## src/rtl/inst_queue.sv

```systemverilog
// Circular instruction buffer between fetch and N-way decode; each entry carries PC, fetch-exception and delay-slot tags.
// Optional INST_QUEUE_BYPASS_EN: on an empty queue, pushed slots are presented to decode in the same cycle.
module inst_queue #(
    parameter int DEPTH       = 8,
    parameter int FETCH_WIDTH = 2,
    parameter int ISSUE_WIDTH = 2,
    parameter int DATA_WIDTH  = 32,
    parameter int ADDR_WIDTH  = 32
) (
    input  logic                                clk,
    input  logic                                rst,
    input  logic                                flush,
    input  logic [$clog2(FETCH_WIDTH+1)-1:0]    push_cnt,
    input  logic [FETCH_WIDTH*DATA_WIDTH-1:0]   push_inst,
    input  logic [ADDR_WIDTH-1:0]               push_pc,
    input  logic                                push_except,
    input  logic                                push_delayslot,
    output logic                                push_ready,
    output logic [ISSUE_WIDTH-1:0]              out_valid,
    output logic [ISSUE_WIDTH*DATA_WIDTH-1:0]   out_inst,
    output logic [ISSUE_WIDTH*ADDR_WIDTH-1:0]   out_pc,
    output logic [ISSUE_WIDTH-1:0]              out_except,
    output logic [ISSUE_WIDTH-1:0]              out_delayslot,
    input  logic [$clog2(ISSUE_WIDTH+1)-1:0]    pop_cnt,
    output logic [$clog2(DEPTH+1)-1:0]          count
);

    localparam int PTR_W = $clog2(DEPTH);
    localparam int CNT_W = $clog2(DEPTH+1);

    logic [DATA_WIDTH-1:0] mem_inst [DEPTH];
    logic [ADDR_WIDTH-1:0] mem_pc   [DEPTH];
    logic                  mem_exc  [DEPTH];
    logic                  mem_ds   [DEPTH];

    logic [PTR_W-1:0] head, tail;
    logic [CNT_W-1:0] push_eff, push_n, pop_req, avail, pops, skip;
    logic             byp;

    assign push_ready = (CNT_W'(DEPTH) - count) >= CNT_W'(FETCH_WIDTH);

    always_comb begin
        push_eff = (CNT_W'(push_cnt) > CNT_W'(FETCH_WIDTH)) ? CNT_W'(FETCH_WIDTH) : CNT_W'(push_cnt);
        pop_req  = (CNT_W'(pop_cnt) > CNT_W'(ISSUE_WIDTH)) ? CNT_W'(ISSUE_WIDTH) : CNT_W'(pop_cnt);
        push_n   = push_ready ? push_eff : '0;
`ifdef INST_QUEUE_BYPASS_EN
        byp      = (count == '0) && !flush;
        avail    = byp ? ((push_n > CNT_W'(ISSUE_WIDTH)) ? CNT_W'(ISSUE_WIDTH) : push_n) : count;
`else
        byp      = 1'b0;
        avail    = count;
`endif
        pops     = (pop_req < avail) ? pop_req : avail;
        // Bypassed-and-consumed slots are never written; head and tail both skip over them.
        skip     = byp ? pops : '0;
    end

    always_ff @(posedge clk or negedge rst) begin
        if (!rst) begin
            head  <= '0;
            tail  <= '0;
            count <= '0;
        end else if (flush) begin
            head  <= '0;
            tail  <= '0;
            count <= '0;
        end else begin
            head  <= head + PTR_W'(pops);
            tail  <= tail + PTR_W'(push_n);
            count <= count + push_n - pops;
        end
    end

    // Entry payload needs no reset: validity comes from count alone.
    always_ff @(posedge clk) begin
        if (!flush) begin
            for (int unsigned j = 0; j < FETCH_WIDTH; j++) begin
                if (CNT_W'(j) >= skip && CNT_W'(j) < push_n) begin
                    mem_inst[tail + PTR_W'(j)] <= push_inst[j*DATA_WIDTH +: DATA_WIDTH];
                    mem_pc[tail + PTR_W'(j)]   <= push_pc + ADDR_WIDTH'(4*j);
                    mem_exc[tail + PTR_W'(j)]  <= (j == 0) ? push_except : 1'b0;
                    mem_ds[tail + PTR_W'(j)]   <= (j == 0) ? push_delayslot : 1'b0;
                end
            end
        end
    end

    always_comb begin
        out_valid     = '0;
        out_inst      = '0;
        out_pc        = '0;
        out_except    = '0;
        out_delayslot = '0;
        for (int unsigned i = 0; i < ISSUE_WIDTH; i++) begin
            if (CNT_W'(i) < count) begin
                out_valid[i]                        = 1'b1;
                out_inst[i*DATA_WIDTH +: DATA_WIDTH] = mem_inst[head + PTR_W'(i)];
                out_pc[i*ADDR_WIDTH +: ADDR_WIDTH]   = mem_pc[head + PTR_W'(i)];
                out_except[i]                       = mem_exc[head + PTR_W'(i)];
                out_delayslot[i]                    = mem_ds[head + PTR_W'(i)];
            end
        end
`ifdef INST_QUEUE_BYPASS_EN
        if (byp) begin
            for (int unsigned i = 0; i < ISSUE_WIDTH; i++) begin
                if (i < FETCH_WIDTH && CNT_W'(i) < push_n) begin
                    out_valid[i]                        = 1'b1;
                    out_inst[i*DATA_WIDTH +: DATA_WIDTH] = push_inst[i*DATA_WIDTH +: DATA_WIDTH];
                    out_pc[i*ADDR_WIDTH +: ADDR_WIDTH]   = push_pc + ADDR_WIDTH'(4*i);
                    out_except[i]                       = (i == 0) ? push_except : 1'b0;
                    out_delayslot[i]                    = (i == 0) ? push_delayslot : 1'b0;
                end
            end
        end
`endif
    end

`ifdef ASSERT_ON
    pop_within_occupancy: assert property (@(posedge clk) disable iff (!rst)
        !flush |-> (CNT_W'(pop_cnt) <= avail));
`endif

endmodule
```

## config.mk

```make
export PLATFORM = sky130hd
export DESIGN_NAME = inst_queue
export DESIGN_NICKNAME = d
export VERILOG_FILES = /design/src/rtl/inst_queue.sv
export SDC_FILE = /design/constraint.sdc
export NUM_CORES = 1
export LEC_CHECK = 0
export ABC_AREA = 1
export BUFFER_PORTS_ARGS = -buffer_cell sky130_fd_sc_hd__clkbuf_2
export CELL_PAD_IN_SITES_DETAIL_PLACEMENT = 1
export CELL_PAD_IN_SITES_GLOBAL_PLACEMENT = 1
export CORE_MARGIN = 2
export CORE_UTILIZATION = 49
export DETAILED_ROUTE_END_ITERATION = 7
export MAX_ROUTING_LAYER = met4
export PLACE_DENSITY_LB_ADDON = 0.3
export REMOVE_ABC_BUFFERS = 1
export SETUP_SLACK_MARGIN = 0.2
export SYNTH_ARGS = -nofsm -noshare
export SYNTH_HDL_FRONTEND = slang
export SYNTH_SLANG_ARGS = --single-unit
```

## constraint.sdc

```tcl
create_clock -name clk -period 5.9 [get_ports clk]
set_input_delay 0.59 -clock clk [delete_from_list [all_inputs] [get_ports clk]]
set_output_delay 0.59 -clock clk [all_outputs]
set_load 0.05 [all_outputs]
```

; Word level (Yosys, flattened, before mapping)
; Memory sizes are Yosys's and may differ from the RTL's.
; Index checks and enable logic that the tools add are counted.
[classes]
order_cmp = 8
n_addsub = 8
mux = 23
[ops]
columns = operator, count
row1 = $mux 32, 4
row2 = $add 32x3->32 const B, 1
row3 = $mux 1, 12
row4 = $lt 1x4->1 const A, 2
row5 = $mux 4, 2
row6 = $add 3x1->3 const B, 2
row7 = $mux 2, 3
row8 = $mux 3, 2
row9 = $add 4x2->4, 1
row10 = $ge 4x2->1 const B, 1
row11 = $gt 2x2->1 const B, 2
row12 = $lt 1x2->1 const A, 2
row13 = $lt 2x4->1, 1
row14 = $sub 4x4->4, 1
row15 = $sub 4x4->4 const A, 1
row16 = $add 3x2->3, 1
row17 = $add 3x3->3, 1
[totals]
mem_bits_rw = 528
regBits = 10
mem_count = 4
[memory_table]
columns = memory, words, width, rd, rd_ports_with_merged_regs, write_ports, line
row1 = mem_inst, 8, 32, 2, 0, 2, 31  ; logic [DATA_WIDTH-1:0] mem_inst [DEPTH];
row2 = mem_pc, 8, 32, 2, 0, 2, 32  ; logic [ADDR_WIDTH-1:0] mem_pc [DEPTH];
row3 = mem_ds, 8, 1, 2, 0, 2, 34  ; logic mem_ds [DEPTH];
row4 = mem_exc, 8, 1, 2, 0, 2, 33  ; logic mem_exc [DEPTH];

; Depth between registers and ports, before layout
[depth]
ltp_word = 7
mapped_depth = 16
ltp_nobuf = 15

; Least setup slack after synthesis
; Ideal clock, no wire load.
[synth_timing]
kind = register to register
start = register count[1]
end = memory mem_inst[0][0] (enable)
stages_incl_launch_ff = 9
n_path_buf = 1
period_less_slack_ps = 4232
setup_time_ps = 424
t_required_ps = 5476
path_slack_ps = 1668
arrival_time_ps = 3808
path_cell_list = dfrtp_1 > inv_1 > ha_1 > or2_2 > nor2_1 > nand3_2 > clkbuf_1 > o2111ai_1 > nand2_1
[synth_lines]
columns = element, line
row1 = "start, declared", 25  ; output logic [$clog2(DEPTH+1)-1:0] count
row2 = "start signal, assigned", 70  ; count <= count + push_n - pops;
row3 = "end, declared", 31

; Worst setup path in the final report
[layout_timing]
start = register head[0]
end = output out_pc[61]
[layout_between]
elab_chain_cells = 3
[layout_lines]
columns = element, line
row1 = "start, declared", 36  ; logic [PTR_W-1:0] head, tail;
row2 = "start signal, assigned", 68  ; head <= head + PTR_W'(pops);
row3 = $add 3x1->3, 98  ; out_pc[i*ADDR_WIDTH +: ADDR_WIDTH] = mem_pc[head + PTR_W'(i)];
row4 = $mem_v2 8x32, n/a
row5 = $mux 32, 95  ; if (CNT_W'(i) < count) begin
row6 = "end, declared", 21  ; output logic [ISSUE_WIDTH*ADDR_WIDTH-1:0] out_pc,
; Every way passes these cells.

==> results.toml <==
[yosys]
async_reset_ff_share_pct = 1.86
synth_fa_ha_area_share_pct = 0.739
synth_top_family_by_area = "compound AO/OA/AOI/OAI gates"
syn_area_um2 = 32900
ys_types = 40
avgSynthCellArea_um2 = 7.87
ys_ff_latch = 538
synth-main-ff-cell = "edfxtp_1"
synth-compound-area-share_pct = 24.3
synthMuxAreaShare_pct = 0
synth_edf_count = 512
synth-xor-area-share_pct = 0.811
ys_warn_count = 0
netlist_instances = 4174
yosys.area_share.simple_pct = 16.6
yosysSeqAreaShare_pct = 48.5

[cts]
numCtsBuffers = 61
clk_pin_slew_worst_paths_ps = 60
cts.sinks = 538
cts_buffer_depth = 3
cts_root_buf = "clkbuf_16"
htree_levels = 2
cts_tree = "done"
clkLatencyLatePin_ps = 640

[worst_setup_path]
crit_path_frequent_cell = "o21ai_0"
ff2ff_setup_slack_ps = 1890
path_class = "register to primary output"
worstSetupEndpointType = "primary output"
regToRegEndpoint = "mem_inst[0][20]"
startpoint_type = "register"
crit_arrival_ps = 4210
cp_cell_sequence = "ha_4, inv_2, buf_4, a21oi_1, o21ai_0, nand2_1, o21ai_0, a31oi_1, clkbuf_2"
cpMaxStageDelayCell = "dfrtp_4"
crit_start = "head[0]"
r2r_cells = 11
crit_fanout = 47
reg2reg_from = "count[1]"
worstPathRequired_ps = 5310
critPathMaxStageDelay_ps = 680

[timing]
maxSlewViolCount = 0
rsz0062_at_grt = "no"
finalCritPeriodShare_pct = 81.4
layout_min_cycle_time_ps = 4800
finalSetupViolations = 0
hold_violations = 0
relSlewSlack_pct = 19.7
holdWs_ps = 261
fmax_mhz = 208
fin_ws_ps = 1100
skew_ps = 14.2
fin_tns_setup_ps = 0
worstMarginPinSlew_ps = 1200

[drt]
wire_per_inst_um = 24.0
first_pass_iters = 5
drt-total-wl_um = 122000
detail_route.iter0.violations = 3092
vias_per_cell = 6.24
vias = 31593
ant_nets = 0
drc = 0

[global_route]
track_usage_pct = 35.2
antenna_found_initial = 8
grt_max_degree = 216
grt_pass1_vias = 32232
grt.overflow.total = 0
grt_pass1_wl_um = 185000

[final_layout]
multi_input_area_um2 = 14100
syn_to_final_growth_pct = 8.92
fillers = 8144
finalInstanceArea_um2 = 35800
drive_above_1_share_pct = 10.1
final_nets = 4268
seq_area_um2 = 16000
utilization_pct = 54.1
instances_no_fill = 5066

[power_and_ir_drop]
ir_drop_uv = 579
p_leak_nw = 14.7
power-per-cell-area_nw_per_um2 = 619
power.total_mw = 22.2

[place]
gp_congestion = 0.858
io_buffer_count = 243
placedCellCount = 4946
place_hpwl_um = 70800
post-place-ws_ps = 1850
dpl_cell_area_um2 = 33900

[floorplanning]
start_util_pct = 49.7
chipWidth_um = 263
io_pins = 244
die_area_um2 = 69100
die-height_um = 263
rows = 94
core_um2 = 66100

[min_path]
min_from = "push_pc[0]"
worstHoldPathType = "input pin to register"
min_path_cells = 1
hold_path_end = "mem_pc[0][0]"

[job]
cap_violations = 0

[status]
outcome = "complete, no violations"
cells in the mapped netlist (2+ instances only):
library cell  number  area [µm²]
nand2_1         1036        3890
o21ai_0          965        4830
edfxtp_1         512       15400
a21oi_1          339        1700
inv_1            283        1060
nor2_1           266         998
clkbuf_1         186         698
a31oi_1          132         826
buf_2            105         526
o211ai_1          64         480
buf_1             49         184
nand3_1           45         225
buf_6             24         270
buf_4             20         150
dfxtp_1           16         320
ha_1              13         163
nor3_1            13        65.1
o21ai_1           12        60.1
xor2_1            12         105
xnor2_1           11        96.3
dfrtp_1           10         250
clkinv_2           8        40.0
nand3_4            8         140
o2111ai_1          8        70.1
inv_2              6        22.5
nand4_1            6        37.5
fa_1               4        80.1
nand3b_1           3        22.5
nor2_2             3        18.8
xor2_2             3        48.8
clkinv_1           2        7.51
nand3_2            2        20.0
logic make-up (layout without fill, tap and decap cells):
logic type      after synthesis  count (layout)
xor+xnor                     27              27
other cells                   0               9
flops                       538             538
fa+ha+maj                    17              17
buf+inv                     683             702
simple gates               1387            1387
compound gates             1522            1522
routing by layer:
layer  track usage [%]  wire length, µm  vias to the layer above
met5                 -                0                        -
met2              58.7            59600                     1387
met3              4.78             9240                      285
met4              13.8             4510                        0
met1              43.4            48300                    15680
li1                  -                -                    14241
placed cells by master (no fill, tap or decap), types with 3 or more instances in the layout:
cell / n
a21oi_1: 339
a31oi_1: 132
buf_12: 8
buf_4: 41
clkbuf_1: 14
clkbuf_16: 61
clkbuf_2: 243
clkbuf_4: 4
clkbuf_8: 3
clkinv_1: 16
clkinv_2: 16
dfrtp_1: 7
dfxtp_1: 16
diode_2: 9
edfxtp_1: 512
fa_1: 4
ha_1: 12
inv_1: 282
inv_2: 5
nand2_1: 1026
nand2_4: 10
nand3_1: 45
nand3_4: 8
nand3b_1: 3
nand4_1: 6
nor2_1: 266
nor2_2: 3
nor3_1: 13
o2111ai_1: 8
o211ai_1: 64
o21ai_0: 965
o21ai_1: 12
xnor2_1: 11
xor2_1: 11
xor2_2: 3
power by group:
part	switching, mW	internal (mW)	total [mW]
Sequential	0.321	4.99	5.31
Combinational	10.3	2.86	13.2
Clock	1.62	2.03	3.65
Total	12.3	9.88	22.2
worst max-delay path: cells and delay by family (launching register included):
kind | cells | cell delay, ps
buffers and inverters | 3 | 1380
flip-flops | 1 | 680
AO/OA/AOI/OAI | 4 | 680
adder cells (fa/ha/maj) | 1 | 670
AND/OR/NAND/NOR | 1 | 100
final cells by class:
| cell class | instances | share of cell area (%) |
|---|---|---|
| inverter | 299 | 3.19 |
| timing repair buffer | 293 | 4.73 |
| multi-input combinational | 2953 | 39.3 |
| clock inverter | 28 | 0.521 |
| sequential | 538 | 44.6 |
| clock buffer | 82 | 4.61 |
| tap | 864 | 3.02 |
| antenna | 9 | 0.0629 |
worst max-delay path by stage:
stage | end | depth (start not counted)
2_1_floorplan | out_inst[32] | 6
3_3_place_gp | out_pc[61] | 9
3_5_place_dp | out_pc[61] | 9
4_1_cts | out_pc[61] | 9
5_1_grt | out_pc[61] | 9
6_report | out_pc[61] | 9
sequential cells by signal (all words and copies together) (netlist names):
| name | flops |
|---|---|
| head | 3 |
| tail | 3 |
| mem_exc | 8 |
| count | 4 |
| mem_pc | 256 |
| mem_inst | 256 |
| mem_ds | 8 |
timing repair:
action	CTS	global route
setup buffers	0	0
resized for setup	0	0
hold endpoints to repair	10	0
hold buffers	1	0
No activity file was read; power rests on OpenSTA's default activity.
